==> src/rtl/md_issue_ctrl.sv <==
// md_issue_ctrl
//
// Issue/writeback controller in front of the slow iterative multiply/divide
// unit. It accepts one MUL/DIV request at a time from ID and registers the
// operands. The unit enables are held stable until the unit reports
// completion. The captured result is then offered to writeback.
//
// A one-entry last-result cache returns a repeated identical operation
// without relaunching the unit. A flush during an operation cannot simply
// drop the enables, because the unit only advances while it is enabled. The
// operation is therefore drained: the enables stay up until the unit signals
// valid, and that result is discarded.
//
// Parameters
//   CACHE_EN           1 enables the last-result cache, 0 always launches
//
// Ports
//   clk_i, rst_ni      clock, asynchronous active-low reset
//   req_valid_i/_o     request handshake from ID (req_ready_o is an output)
//   req_operator_i     0=MULL 1=MULH 2=DIV 3=REM
//   req_signed_mode_i  bit0 op_a signed, bit1 op_b signed
//   req_op_a_i/_b_i    operands
//   flush_i            kill any accepted or pending transaction
//   mult_en_o/div_en_o enables to the unit
//   operator_o, signed_mode_o, op_a_o, op_b_o  registered operation to unit
//   md_valid_i         single-cycle result strobe from the unit
//   md_result_i        unit result
//   rsp_valid_o/rsp_ready_i  result handshake to writeback
//   rsp_result_o       result (0 when no response is pending)
module md_issue_ctrl #(
  parameter bit CACHE_EN = 1'b1
) (
  input  logic        clk_i,
  input  logic        rst_ni,
  input  logic        req_valid_i,
  output logic        req_ready_o,
  input  logic [1:0]  req_operator_i,
  input  logic [1:0]  req_signed_mode_i,
  input  logic [31:0] req_op_a_i,
  input  logic [31:0] req_op_b_i,
  input  logic        flush_i,
  output logic        mult_en_o,
  output logic        div_en_o,
  output logic [1:0]  operator_o,
  output logic [1:0]  signed_mode_o,
  output logic [31:0] op_a_o,
  output logic [31:0] op_b_o,
  input  logic        md_valid_i,
  input  logic [31:0] md_result_i,
  output logic        rsp_valid_o,
  input  logic        rsp_ready_i,
  output logic [31:0] rsp_result_o
);

  typedef enum logic [1:0] {
    IDLE  = 2'd0,
    BUSY  = 2'd1,
    DONE  = 2'd2,
    DRAIN = 2'd3
  } state_e;

  state_e      state_q, state_d;

  logic [1:0]  operator_q;
  logic [1:0]  signed_mode_q;
  logic [31:0] op_a_q;
  logic [31:0] op_b_q;
  logic [31:0] result_q;

  logic        cache_valid_q;
  logic [1:0]  cache_operator_q;
  logic [1:0]  cache_signed_mode_q;
  logic [31:0] cache_op_a_q;
  logic [31:0] cache_op_b_q;
  logic [31:0] cache_result_q;

  logic        accept;
  logic        cache_hit;
  logic        md_capture;
  logic        unit_active;

  assign accept = req_valid_i & req_ready_o;

  // A hit needs every field of the incoming request to match the tag, so
  // that signedness differences never alias to a stale result.
  assign cache_hit = CACHE_EN && cache_valid_q
                     && (req_operator_i    == cache_operator_q)
                     && (req_signed_mode_i == cache_signed_mode_q)
                     && (req_op_a_i        == cache_op_a_q)
                     && (req_op_b_i        == cache_op_b_q);

  // A result is only kept when it arrives for a live operation. A
  // simultaneous flush discards it and leaves the cache untouched.
  assign md_capture = (state_q == BUSY) & md_valid_i & ~flush_i;

  // The unit stays enabled while it works for us, including the drain after
  // a flush.
  assign unit_active = (state_q == BUSY) || (state_q == DRAIN);

  // State register.
  always_ff @(posedge clk_i or negedge rst_ni) begin
    if (!rst_ni) begin
      state_q <= IDLE;
    end else begin
      state_q <= state_d;
    end
  end

  // Next-state logic.
  always_comb begin
    state_d = state_q;
    unique case (state_q)
      IDLE: begin
        if (accept) begin
          state_d = cache_hit ? DONE : BUSY;
        end
      end
      BUSY: begin
        if (md_valid_i) begin
          state_d = flush_i ? IDLE : DONE;
        end else if (flush_i) begin
          state_d = DRAIN;
        end
      end
      DRAIN: begin
        if (md_valid_i) begin
          state_d = IDLE;
        end
      end
      DONE: begin
        if (rsp_ready_i || flush_i) begin
          state_d = IDLE;
        end
      end
      default: state_d = IDLE;
    endcase
  end

  // Output logic. Nothing on the response side looks at md_valid_i or
  // md_result_i directly; the result always passes through result_q.
  always_comb begin
    req_ready_o  = (state_q == IDLE) && !flush_i;
    mult_en_o    = unit_active && !operator_q[1];
    div_en_o     = unit_active &&  operator_q[1];
    rsp_valid_o  = (state_q == DONE);
    rsp_result_o = (state_q == DONE) ? result_q : 32'd0;
  end

  assign operator_o    = operator_q;
  assign signed_mode_o = signed_mode_q;
  assign op_a_o        = op_a_q;
  assign op_b_o        = op_b_q;

  // Operation, result and cache registers. The operation registers change
  // only on accept, so they stay stable for the whole operation.
  always_ff @(posedge clk_i or negedge rst_ni) begin
    if (!rst_ni) begin
      operator_q          <= 2'd0;
      signed_mode_q       <= 2'd0;
      op_a_q              <= 32'd0;
      op_b_q              <= 32'd0;
      result_q            <= 32'd0;
      cache_valid_q       <= 1'b0;
      cache_operator_q    <= 2'd0;
      cache_signed_mode_q <= 2'd0;
      cache_op_a_q        <= 32'd0;
      cache_op_b_q        <= 32'd0;
      cache_result_q      <= 32'd0;
    end else begin
      if (accept) begin
        operator_q    <= req_operator_i;
        signed_mode_q <= req_signed_mode_i;
        op_a_q        <= req_op_a_i;
        op_b_q        <= req_op_b_i;
        if (cache_hit) begin
          result_q <= cache_result_q;
        end
      end
      if (md_capture) begin
        result_q            <= md_result_i;
        cache_valid_q       <= 1'b1;
        cache_operator_q    <= operator_q;
        cache_signed_mode_q <= signed_mode_q;
        cache_op_a_q        <= op_a_q;
        cache_op_b_q        <= op_b_q;
        cache_result_q      <= md_result_i;
      end
    end
  end

endmodule

==> config.mk <==
export PLATFORM = sky130hd
export DESIGN_NAME = md_issue_ctrl
export DESIGN_NICKNAME = d
export VERILOG_FILES = /design/src/rtl/md_issue_ctrl.sv
export SDC_FILE = /design/constraint.sdc
export NUM_CORES = 1
export LEC_CHECK = 0
export CORE_MARGIN = 2
export CORE_UTILIZATION = 35
export CTS_BUF_LIST = sky130_fd_sc_hd__clkbuf_16
export DETAILED_ROUTE_END_ITERATION = 6
export GPL_TIMING_DRIVEN = 0
export PLACE_DENSITY = 0.59
export SLEW_MARGIN = 40
export SYNTH_ARGS = -nofsm -noshare
export SYNTH_HDL_FRONTEND = slang
export SYNTH_SLANG_ARGS = --single-unit
==> constraint.sdc <==
create_clock -name clk_i -period 2.9 [get_ports clk_i]
set_input_delay 0.435 -clock clk_i [delete_from_list [all_inputs] [get_ports clk_i]]
set_output_delay 0.435 -clock clk_i [all_outputs]
set_load 0.02 [all_outputs]
-- Yosys cells after proc, flatten, opt, wreduce, memory -nomap -nowiden
Cells that the tools add are included.
- register bits after elaboration: 203
- latch bits: 0
- memory bits (writable): 0
- bits in read-only memories: 0
- memories: 0
- add/subtract/negate cells: 0
- multiply operators: 0
- divide/modulo/power cells: 0
- magnitude comparators: 0
- equality and inequality tests: 11
- shift operators: 0
- muxes and demuxes: 12
- bitwise operators: 4
- reduce and logical (&&, ||, !) cells: 16
- operators with widths (kind ; number):
    two-way mux 32 bit ; 4
    == test 32 bit ; 2
    two-way mux 2 bit ; 7
    one-hot mux 2 bit (4 select lines) ; 1
    logical AND 1 bit ; 7
    == test 2 bit ; 2
    == test 2 bit (second input constant) ; 2
    inequality test 2 bit (second input constant) ; 2
    AND reduction 4 bit ; 1
    nonzero test 2 bit ; 2
    bitwise AND 1 bit ; 3
    inequality test 3 bit (second input constant) ; 1
    == test 2 x 1 -> 1 bit (second input constant) ; 1
    zero test 1 bit ; 2
    zero test 2 bit ; 1
    logical OR 1 bit ; 2
    inequality test 2 x 1 -> 1 bit (second input constant) ; 1
    AND reduction 2 bit ; 1
    NOT 1 bit ; 1

-- Depth between registers and ports, before layout
- depth after elaboration: 8
- gate-level depth with buffers: 7

-- Least setup slack after synthesis
Ideal clock, no wire load.
- kind: input to register
- start point: input req_op_b_i[2]
- end point: register result_q[10]
- library setup time: 0.127 ns
- arrival: 2.131 ns
- required time: 2.773 ns
- path slack: 0.641 ns
- stages on the path: 7
- path buffers: 1
- cells stage by stage: nor2b_1 a2111o_1 nor4_2 nand4_1 o21ai_2 buf_6 mux2_1
- longest elaborated chain between the ends: 4
- ends and longest elaborated chain (element ; RTL line ; RTL):
    start, declared ; 40 ; input logic [31:0] req_op_b_i,
    == test 32 bit ; 90 ; && (req_op_b_i == cache_op_b_q);
    logical AND 1 bit ; 90 ;
    nonzero test 2 bit (no line) ; -- ;
    AND reduction 2 bit (no line) ; -- ;
    end signal, assigned ; 176 ; result_q <= cache_result_q;
    end signal, assigned ; 180 ; result_q <= md_result_i;
    end, declared ; 68 ; logic [31:0] result_q;
No other way between the ends.
A chain may end at the register's enable or synchronous reset.

-- Worst setup path after layout
- start point: register state_q[0]
- end point: output rsp_result_o[4]
- longest elaborated chain between the ends: 2
- ends and longest elaborated chain (element ; RTL line ; RTL):
    start, declared ; 62 ; state_e state_q, state_d;
    start signal, assigned ; 105 ; state_q <= state_d;
    == test 2 bit ; 146 ; rsp_result_o = (state_q == DONE) ? result_q : 32'd0;
    two-way mux 32 bit ; 146 ;
    end, declared ; 52 ; output logic [31:0] rsp_result_o
No other way between the ends.

==> impl_metrics.ini <==
[outcome]
status = complete, no violations

[timing]
fin_crit_sh = 0.926
min_period_ps = 2690
fin_skew_ps = 8.47
max-slew-margin-rel = 0.485
report.final.slew_viol_count = 0
setup_violations = 0
worst_pin_slew_ps = 767
hold_viol = 0
fmax_ghz = 0.372
setup_ws_ps = 215
rsz0062_at_grt = no

[global_routing]
antenna_found_initial = 1
globalRouteOverflowTotal = 0
grt_first_pass_wirelength_mm = 39.4
grt_pass1_vias = 7018
grt_max_degree = 70
grt_use_total = 0.194

[clock_network]
clk_latency_ps = 500
clock_sinks = 203
root_buffer = clkbuf_16
cts_buffers = 24
postCtsSetupRepairBufs = 0
cts_tree = done
clkTransAtPathRegs_ps = 60
cts_htree_levels = 1
cts_buffer_depth = 3

[layout]
final_util = 0.493
fin_nets = 1277
drive_gt1_frac = 0.0354
final_design_area_no_fill_um2 = 11900
area_growth_syn_to_layout_pct = 38.7

[logic_synthesis]
ys_seq_elements = 203
synth_cells = 932
synth_area_per_cell_um2 = 9.24
syn_nets = 1038
ys_warn_count = 0
seq_area_frac_synth = 0.590
yosysUniqueCellTypes = 27
synth_area_um2 = 8610

[detailed_routing]
wire_per_inst_um = 16.4
vias = 6830
wirelength_mm = 24.7
drcViolationCount = 0
drtAntennaViolNets = 0
via_per_inst = 4.52
drtPass1Iterations = 4
drt_iter0_drc = 344

[placement]
place_area_um2 = 11200
hpwl_mm = 18.4
gp_congestion = 0.768
post-place-ws_ps = -378
port_buffers = 209

[run]
drv_cap = 0

[floorplan]
rows = 57
core_area_um2 = 24200
initial_core_util = 0.355
dieArea_um2 = 25900
die_w_um = 161
ios = 210
die_y_um = 161

[min_path]
hp-class = in -> async

[power]
p_per_area_nw_per_um2 = 868
peakVddDrop_mv = 0.518
p_leak_nw = 5.75

[setup_path]
arrival_ps = 2250
path_class = reg -> out
crit_chain = nor2b_4 -> clkbuf_2 -> and2_1 -> clkdlybuf4s50_1
crit_slowest_cell = clkdlybuf4s50_1
crit_fanout = 10
start_kind = flip-flop
end_kind = output port
cp_top_family = buffers and inverters
worst-path-buf-inv = 2
r2r_start = cache_op_b_q[22]
required_ps = 2470
critPathLaunch = state_q[0]
max_stage_delay_ps = 630
where the power goes:
group / internal [mW] / switching, mW
Clock: 1.62 / 1.11
Sequential: 3.90 / 0.638
Combinational: 1.45 / 1.64
Total: 6.98 / 3.39
registers in the layout, indices dropped and copies added (netlist names):
signal	cells
cache_op_a_q	32
cache_op_b_q	32
cache_result_q	32
op_a_o	32
op_b_o	32
result_q	32
cache_operator_q	2
cache_signed_mode_q	2
operator_o	2
signed_mode_o	2
state_q	2
cache_valid_q	1
cell type report:
class                      instances  area, um2
inverter                          10       37.5
tap                              324        405
buffer                            41        180
multi-input combinational        678       3330
fill                            2308      12300
timing repair buffer             213       2190
clock inverter                    17       92.6
clock buffer                      25        626
sequential                       203       5080
antenna                            1       2.50
cells in the final DEF (no fill, tap or decap), types with 4 or more instances in the layout:
cell type	instances
o21ai_0	11
nand3_1	4
nand2_1	488
xnor2_1	49
xor2_1	5
clkbuf_16	25
nand2b_1	7
and2_1	34
nor2_1	4
mux2_1	32
nor2b_1	10
clkbuf_1	32
nor4_1	4
nand4_1	13
dfrtp_1	203
clkdlybuf4s50_1	208
inv_1	20
clkinv_1	4
cells in the mapped netlist:
cell	count	area share
a21oi_1	1	0.00058
o221ai_1	2	0.0020
xnor2_1	49	0.050
o2111ai_1	1	0.0010
nor3_1	2	0.0012
mux2_1	32	0.042
nor2_1	4	0.0017
nor2b_1	11	0.0080
xor2_1	5	0.0051
o22a_1	1	0.0010
and2_1	34	0.025
dfrtp_1	203	0.59
nor4_1	5	0.0036
nand2_1	488	0.21
o21ai_2	1	0.0010
o21ai_0	11	0.0064
nand3_1	4	0.0023
nor4_2	1	0.0015
a2111o_1	3	0.0039
o22ai_1	2	0.0015
buf_1	3	0.0013
nand4_1	13	0.0094
nand2b_1	7	0.0051
inv_1	10	0.0044
a221o_1	1	0.0012
buf_6	3	0.0039
clkbuf_1	35	0.015
logic make-up after synthesis:
group           Yosys count  share of synthesized area
buf+inv                  51                     0.0248
flops                   203                      0.590
simple gates            569                      0.270
mux                      32                     0.0418
xor+xnor                 54                     0.0549
compound gates           23                     0.0186
layer usage:
layer | wire length (um) | global-route usage
met1 | 11200 | 0.264
met2 | 11200 | 0.310
met3 | 1880 | 0.0548
met4 | 429 | 0.0402
met5 | 0 | 0
through the flow:
step / std cells / power [mW] / TNS [ps] / hold slack, ps
after detailed placement: 1468 / 7.71 / -11940 / 273
after global routing: 1511 / 11.1 / 0 / 355
after floorplan: 932 / 6.21 / 0 / 139
final: 1512 / 10.4 / 0 / 353
after CTS: 1511 / 10.5 / 0 / 336
after global placement: 1465 / 7.62 / -1537290 / 449
worst paths after layout:
path / slack [ps] / depth (start not counted) / endpoint
max: 210 / 4 / rsp_result_o[4]
min: 350 / 2 / cache_result_q[8]
max reg2reg: 220 / 7 / result_q[28]
min reg2reg: 470 / 1 / cache_valid_q
max in group asynchronous: 1970 / 3 / cache_op_b_q[4]
min in group clk_i: 470 / 1 / cache_valid_q
timing repair:
action                                  in CTS  in global routing
endpoints found under the setup margin      30                 56
hold endpoints to repair                    12                  0
gates cloned                                 0                  0
hold buffers                                 1                  0
gates resized for setup                      3                  4
Note: power is estimated with default switching activity, not from simulation.
